$ cat src/rtl/instr_fetch_ctrl.sv
// instr_fetch_ctrl: sequential instruction fetch from a registered ROM into a 2-entry FIFO with redirect and halt.
module instr_fetch_ctrl #(
  parameter logic [7:0] START_ADR = 8'h00,
  parameter logic [7:0] LAST_ADR  = 8'h48
) (
  input  logic        clock,
  input  logic        reset,
  input  logic        start,
  output logic [7:0]  adr,
  input  logic [31:0] rom_dout,
  output logic [31:0] instr,
  output logic [7:0]  instr_pc,
  output logic        instr_valid,
  input  logic        instr_ready,
  input  logic        redirect,
  input  logic [7:0]  redirect_pc,
  output logic        halted
);
  typedef enum logic [1:0] {IDLE, FETCH, DRAIN, HALTED} state_t;
  state_t state_q, state_d;
  logic [7:0] fetch_pc_q, fetch_pc_d, inf_pc_q, inf_pc_d;
  logic inflight_q, inflight_d;
  logic [1:0] cnt_q, cnt_d, cnt_pop;
  logic [1:0][31:0] w_q, w_d;
  logic [1:0][7:0] p_q, p_d;
  logic pop, issue;
  assign adr = fetch_pc_q;
  assign instr = w_q[0];
  assign instr_pc = p_q[0];
  assign instr_valid = cnt_q != 2'd0;
  assign halted = state_q == HALTED;
  assign pop = instr_valid & instr_ready;
  assign cnt_pop = cnt_q - {1'b0, pop};
  // issue only if the slot freed by this cycle's pop leaves room for the response
  assign issue = state_q == FETCH && !redirect && fetch_pc_q <= LAST_ADR &&
                 (cnt_pop + {1'b0, inflight_q}) < 2'd2;
  always_comb begin
    state_d = state_q;
    fetch_pc_d = issue ? fetch_pc_q + 8'd4 : fetch_pc_q;
    inflight_d = issue;
    inf_pc_d = issue ? fetch_pc_q : inf_pc_q;
    cnt_d = cnt_pop + {1'b0, inflight_q};
    w_d[0] = pop ? w_q[1] : w_q[0];
    p_d[0] = pop ? p_q[1] : p_q[0];
    w_d[1] = w_q[1];
    p_d[1] = p_q[1];
    if (inflight_q && cnt_pop == 2'd0) begin
      w_d[0] = rom_dout;
      p_d[0] = inf_pc_q;
    end else if (inflight_q) begin
      w_d[1] = rom_dout;
      p_d[1] = inf_pc_q;
    end
    case (state_q)
      IDLE: if (start) begin
        state_d = FETCH;
        fetch_pc_d = START_ADR;
      end
      FETCH: if (fetch_pc_q > LAST_ADR) state_d = DRAIN;
      DRAIN: if (cnt_q == 2'd0 && !inflight_q) state_d = HALTED;
      default: ;
    endcase
    if (redirect) begin
      state_d = FETCH;
      fetch_pc_d = {redirect_pc[7:2], 2'b00};
      cnt_d = 2'd0;
      inflight_d = 1'b0;
    end
  end
  always_ff @(posedge clock or posedge reset) begin
    if (reset) begin
      state_q <= IDLE;
      fetch_pc_q <= 8'h00;
      inf_pc_q <= 8'h00;
      inflight_q <= 1'b0;
      cnt_q <= 2'd0;
      w_q <= '0;
      p_q <= '0;
    end else begin
      state_q <= state_d;
      fetch_pc_q <= fetch_pc_d;
      inf_pc_q <= inf_pc_d;
      inflight_q <= inflight_d;
      cnt_q <= cnt_d;
      w_q <= w_d;
      p_q <= p_d;
    end
  end
endmodule

$ cat config.mk
export PLATFORM = sky130hd
export DESIGN_NAME = instr_fetch_ctrl
export DESIGN_NICKNAME = d
export VERILOG_FILES = /design/src/rtl/instr_fetch_ctrl.sv
export SDC_FILE = /design/constraint.sdc
export NUM_CORES = 1
export LEC_CHECK = 0
export BUFFER_PORTS_ARGS = -buffer_cell sky130_fd_sc_hd__buf_2
export CAP_MARGIN = 20
export CORE_ASPECT_RATIO = 0.5
export CORE_MARGIN = 2
export CORE_UTILIZATION = 54
export DETAILED_ROUTE_END_ITERATION = 6
export PLACE_DENSITY = 0.79
export SLEW_MARGIN = 20
export SYNTH_ARGS = -nofsm -noshare
export SYNTH_HDL_FRONTEND = slang
export SYNTH_SLANG_ARGS = --single-unit
$ cat constraint.sdc
create_clock -name clock -period 3.5 [get_ports clock]
set_clock_uncertainty 0.2 [all_clocks]
set_input_delay 0.7 -clock clock [delete_from_list [all_inputs] [get_ports clock]]
set_output_delay 0.7 -clock clock [all_outputs]
set_load 0.02 [all_outputs]
# Word-level counts from Yosys, hierarchy flattened
# Index checks and enable logic that the tools add are counted.
# op_classes
addsub	3
reduce_logical	15
bitwise	2
order_cmp	3
muxes	15
eq_ne	6
# op_table
op	n
2-to-1 mux 32 bit	2
2-to-1 mux 8 bit	6
2-to-1 mux 2 bit	5
adder 8 x 3 -> 8 bit, second input constant	1
greater-than comparator 8 x 7 -> 1 bit, second input constant	1
less-or-equal comparator 8 x 7 -> 1 bit, second input constant	1
zero test 2 bit	3
!= test 3 bit, second input constant	2
one-hot mux 2 bit (3 select lines)	1
logical AND 1 bit	5
equality test 2 bit, second input constant	2
AND reduction 4 bit	1
nonzero test 2 bit	2
nonzero test 4 bit	1
!= test 3 x 2 -> 1 bit, second input constant	1
adder 2 x 1 -> 2 bit	1
equality test 2 x 1 -> 1 bit, second input constant	1
zero test 1 bit	2
less-than comparator 2 bit, second input constant	1
AND reduction 2 bit	1
subtractor 2 x 1 -> 2 bit	1
bitwise AND 1 bit	1
2-to-1 mux 1 bit	1
inverter 1 bit	1
# word_totals
regBits	101
wordCells	53
in_bits	45

# Logic depth before layout (Yosys ltp)
# logic_depth
depth_word	10
depth_mapped	14
ltp_nobuf	11

# Worst setup path after synthesis
# No wires, ideal clock.
# synth_path
kind	register to register
start	reg cnt_q[1]
end	reg inf_pc_q[2]
stages_incl_launch_ff	14
period_less_slack_ns	3.219
setup_slack_ns	0.281
arrival_ns	2.894
required_ns	3.175
n_path_buf	3
path_cell_list	dfrtp_1 -> or2_2 -> nand2_1 -> buf_4 -> buf_4 -> inv_1 -> ha_1 -> inv_1 -> ha_1 -> xnor3_1 -> and2_4 -> and3b_1 -> buf_6 -> mux2_4
# synth_between
elab_chain_len	6
# synth_rtl
element	line_no	rtl
start, declared	23	logic [1:0] cnt_q, cnt_d, cnt_pop;
start signal, assigned	84	cnt_q <= cnt_d;
nonzero test 2 bit	30	assign instr_valid = cnt_q != 2'd0;
named net instr_valid	13	output logic instr_valid,
bitwise AND 1 bit	32	assign pop = instr_valid & instr_ready;
subtractor 2 x 1 -> 2 bit	33	assign cnt_pop = cnt_q - {1'b0, pop};
adder 2 x 1 -> 2 bit	36	(cnt_pop + {1'b0, inflight_q}) < 2'd2;
less-than comparator 2 bit	36	
logical AND 1 bit	35	assign issue = state_q == FETCH && !redirect && fetch_pc_q <= LAST_ADR &&
end signal, assigned	82	inf_pc_q <= inf_pc_d;
end, declared	21	logic [7:0] fetch_pc_q, fetch_pc_d, inf_pc_q, inf_pc_d;
# The timed path passes the listed nets, and every way through them passes these cells.
# A chain may end at the register's enable or synchronous reset.

# Worst setup path after layout
# layout_path
start	reg cnt_q[1]
end	reg inf_pc_q[5]
# layout_between
elab_chain_len	6
# layout_rtl
element	line_no
nonzero test 2 bit	30
bitwise AND 1 bit	32
subtractor 2 x 1 -> 2 bit (*)	33
adder 2 x 1 -> 2 bit (*)	36
less-than comparator 2 bit (*)	36
logical AND 1 bit (*)	35
# Mark *: on every way between the ends. The rest lies on a longest branch, timed or not.

==> results.py <==
metrics = {
    "hold_path": {
        "min_path_type": "in -> async",
    },
    "synth": {
        "synth_most_common_cell": "dfrtp_1",
        "ys_seq_elements": 93,
        "synth_edf_count": 0,
        "ys.flop_type": "dfrtp_1",
        "ys_seq_area_frac": 0.531,
        "synthArstFlopShare": 1.00,
        "synth_cells": 376,
        "synthesis.area_um2": 4390,
        "yosysWarnings": 0,
        "yosysUniqueCellTypes": 34,
        "ys_top_cells_by_count": "dfrtp_1 (93), buf_4 (44), a21oi_1 (40), nor2_1 (40), mux2i_1 (39)",
        "synth_top_area_frac": 0.531,
        "syn_avg_cell_area_um2": 11.7,
        "synth_top_area_cell": "dfrtp_1",
        "synthTopCellsByArea": "dfrtp_1 (53%), mux2_2 (9.8%), mux2i_1 (8.9%)",
    },
    "clocking": {
        "cts_resized": 0,
        "post_cts_buffers": 0,
        "hold_buffers": 0,
        "insertion_delay_ns": 0.33,
        "clock_sinks": 93,
        "root_buffer": "clkbuf_16",
        "htree_num_levels": 3,
        "cts_tree": "yes",
        "cts_buffers": 9,
        "clk_pin_slew_worst_paths_ns": 0.06,
        "clk_path_buf_depth": 2,
    },
    "global_routing": {
        "grt_pass1_wl_mm": 12.0,
        "track_usage": 0.172,
        "grt_pass1_vias": 2500,
        "grt_overflow": 0,
        "antenna_found_initial": 0,
        "grt_start_max_net_pins": 94,
    },
    "floorplanning": {
        "floorplan.initialDensity": 0.552,
        "num_rows": 23,
        "ios": 95,
        "die_x_um": 131,
        "die_area_um2": 8900,
        "coreArea_um2": 7940,
        "die-height_um": 67.7,
    },
    "drt": {
        "dr_total_vias": 2623,
        "wl_met3_um": 304,
        "wl_met1_mm": 3.44,
        "top_layer": "met4",
        "wl_met2_mm": 3.39,
        "routedWlPerCell_um": 13.3,
        "ant_nets": 0,
        "drcViolationCount": 0,
        "viasPerCell": 4.86,
        "wl_mm": 7.18,
        "dr.pass1.iters": 4,
        "drt-initial-drc-count": 107,
    },
    "sta": {
        "rsz0062_at_grt": "false",
        "layout_min_cycle_time_ns": 3.00,
        "tns_ns": 0,
        "finalCritPeriodShare": 0.857,
        "final-hold-violation-count": 0,
        "finalSetupViolations": 0,
        "slew_headroom": 0.547,
        "final_max_slew_viol_count": 0,
        "timing.final.ws_setup_ns": 0.499,
        "fmax_mhz": 333,
        "tightest_slew_ns": 0.679,
    },
    "worst_setup_path": {
        "r2r_slack_ns": 0.50,
        "cp-start-kind": "register",
        "cp.arrival_ns": 3.01,
        "endpoint_kind": "register",
        "crit_path_max_fanout": 9,
        "required_ns": 3.51,
        "r2r-end": "inf_pc_q[5]",
        "slowest_delay_ns": 0.47,
        "r2r.worst_path.cells": 10,
        "setup.worst_path.class": "reg -> reg",
        "critPathSlowestCell": "and3b_1",
        "crit_path_cell_trace": "or2_2 > nand2_2 > inv_1 > ha_1 > inv_1 > ha_1 > xnor3_1 > and2_4 > and3b_1 > mux2_4",
        "rr_startpoint": "cnt_q[1]",
    },
    "place": {
        "port_buffers": 88,
        "dp_hpwl_mm": 4.82,
        "pre_cts_slack_ns": 0.401,
        "place.gp.congestion": 0.744,
    },
    "layout": {
        "seqCellArea_um2": 2330,
        "drive_gt1_frac": 0.374,
        "final_util": 0.625,
        "nets": 477,
        "num-fill-cells": 652,
        "n_antenna_cell": 0,
        "multi_input_area_um2": 1630,
        "area_growth_pct": 13.2,
    },
    "power": {
        "power-per-cell-area_nw_per_um2": 994,
        "ir_drop_mv": 0.416,
        "leakagePower_uw": 0.00266,
    },
    "run": {
        "drv_cap": 0,
    },
    "status": {
        "outcome": "completed",
    },
}
worst max-delay path, delay by kind of cell (launching register included):
family,cells,cell delay (ns)
adders and majority gates,2,0.51
DFF,1,0.41
muxes,1,0.34
xor gates and xnor gates,1,0.30
and+or+nand+nor,4,1.03
buffers and inverters,2,0.11
layer usage:
metal  GRT usage  vias up
met1       0.224     1226
li1            -     1333
met4      0.0503        0
met3      0.0458        5
met5           0        -
met2       0.290       59
placed cells by master, fill, tap and decap left out, types with 2 or more instances in the layout:
| cell type | Yosys | routed |
|---|---|---|
| a21oi_1 | 40 | 40 |
| and3_1 | 2 | 2 |
| buf_12 | 0 | 3 |
| buf_2 | 6 | 88 |
| buf_4 | 44 | 3 |
| clkbuf_16 | 0 | 9 |
| clkbuf_8 | 0 | 2 |
| clkinv_2 | 0 | 3 |
| conb_1 | 1 | 4 |
| dfrtp_1 | 93 | 93 |
| ha_1 | 8 | 8 |
| inv_1 | 11 | 10 |
| mux2_2 | 38 | 38 |
| mux2_4 | 5 | 5 |
| mux2i_1 | 39 | 39 |
| nand2_1 | 10 | 8 |
| nand2_2 | 0 | 2 |
| nand3_1 | 3 | 2 |
| nor2_1 | 40 | 40 |
| nor2b_1 | 3 | 3 |
| o21ai_0 | 6 | 6 |
| xnor2_1 | 2 | 2 |
| xor2_1 | 2 | 2 |
worst max path at each step:
stage                     start          end  slack [ns]
floorplan                 reset       adr[2]        0.18
global placement    instr_ready  inf_pc_q[3]        0.48
detailed placement  instr_ready  inf_pc_q[5]        0.40
CTS                    cnt_q[1]  inf_pc_q[5]        0.49
global route           cnt_q[1]  inf_pc_q[2]        0.33
finish                 cnt_q[1]  inf_pc_q[5]        0.50
power by group:
group | total, uW | internal [uW] | switching (uW)
sequential | 1870 | 1600 | 274
combinational | 2100 | 985 | 1110
clock | 964 | 586 | 379
total | 4940 | 3170 | 1770
sequential cells by signal, summed over array words and instances, names as in the netlist:
register    flops
adr             6
cnt_q           2
instr_pc        6
w_q            32
inf_pc_q        6
state_q         2
p_q             6
inflight_q      1
instr          32
kinds of logic (layout without fill, tap and decap cells):
logic type / count (synthesis) / in the layout / synth area share
buffers and inverters: 71 / 120 / 0.102
XOR/XNOR: 5 / 5 / 0.0131
adder cells (fa/ha/maj): 8 / 8 / 0.0228
AO/OA/AOI/OAI: 52 / 52 / 0.0639
multiplexers: 82 / 82 / 0.204
AND/OR/NAND/NOR: 64 / 64 / 0.0633
flip-flops: 93 / 93 / 0.531
other: 1 / 4 / 0.000855
through the flow:
stage	cell area, um2	total power [uW]	hold slack [ns]	instances
after floorplan	4400	3770	0.279	379
after global routing	4970	5310	0.318	540
after global placement	4670	3930	0.287	525
after detailed placement	4670	4010	0.292	525
final	4970	4940	0.247	540
after CTS	4970	5000	0.291	540
layout make-up:
class                           count  area share
Tap cell                          112      0.0282
Multi-Input combinational cell    215       0.329
Clock buffer                       11      0.0509
Inverter                           11     0.00856
Sequential cell                    93       0.469
Timing Repair Buffer               94       0.105
Clock inverter                      4     0.00957
No activity file was read; power rests on OpenSTA's default activity.
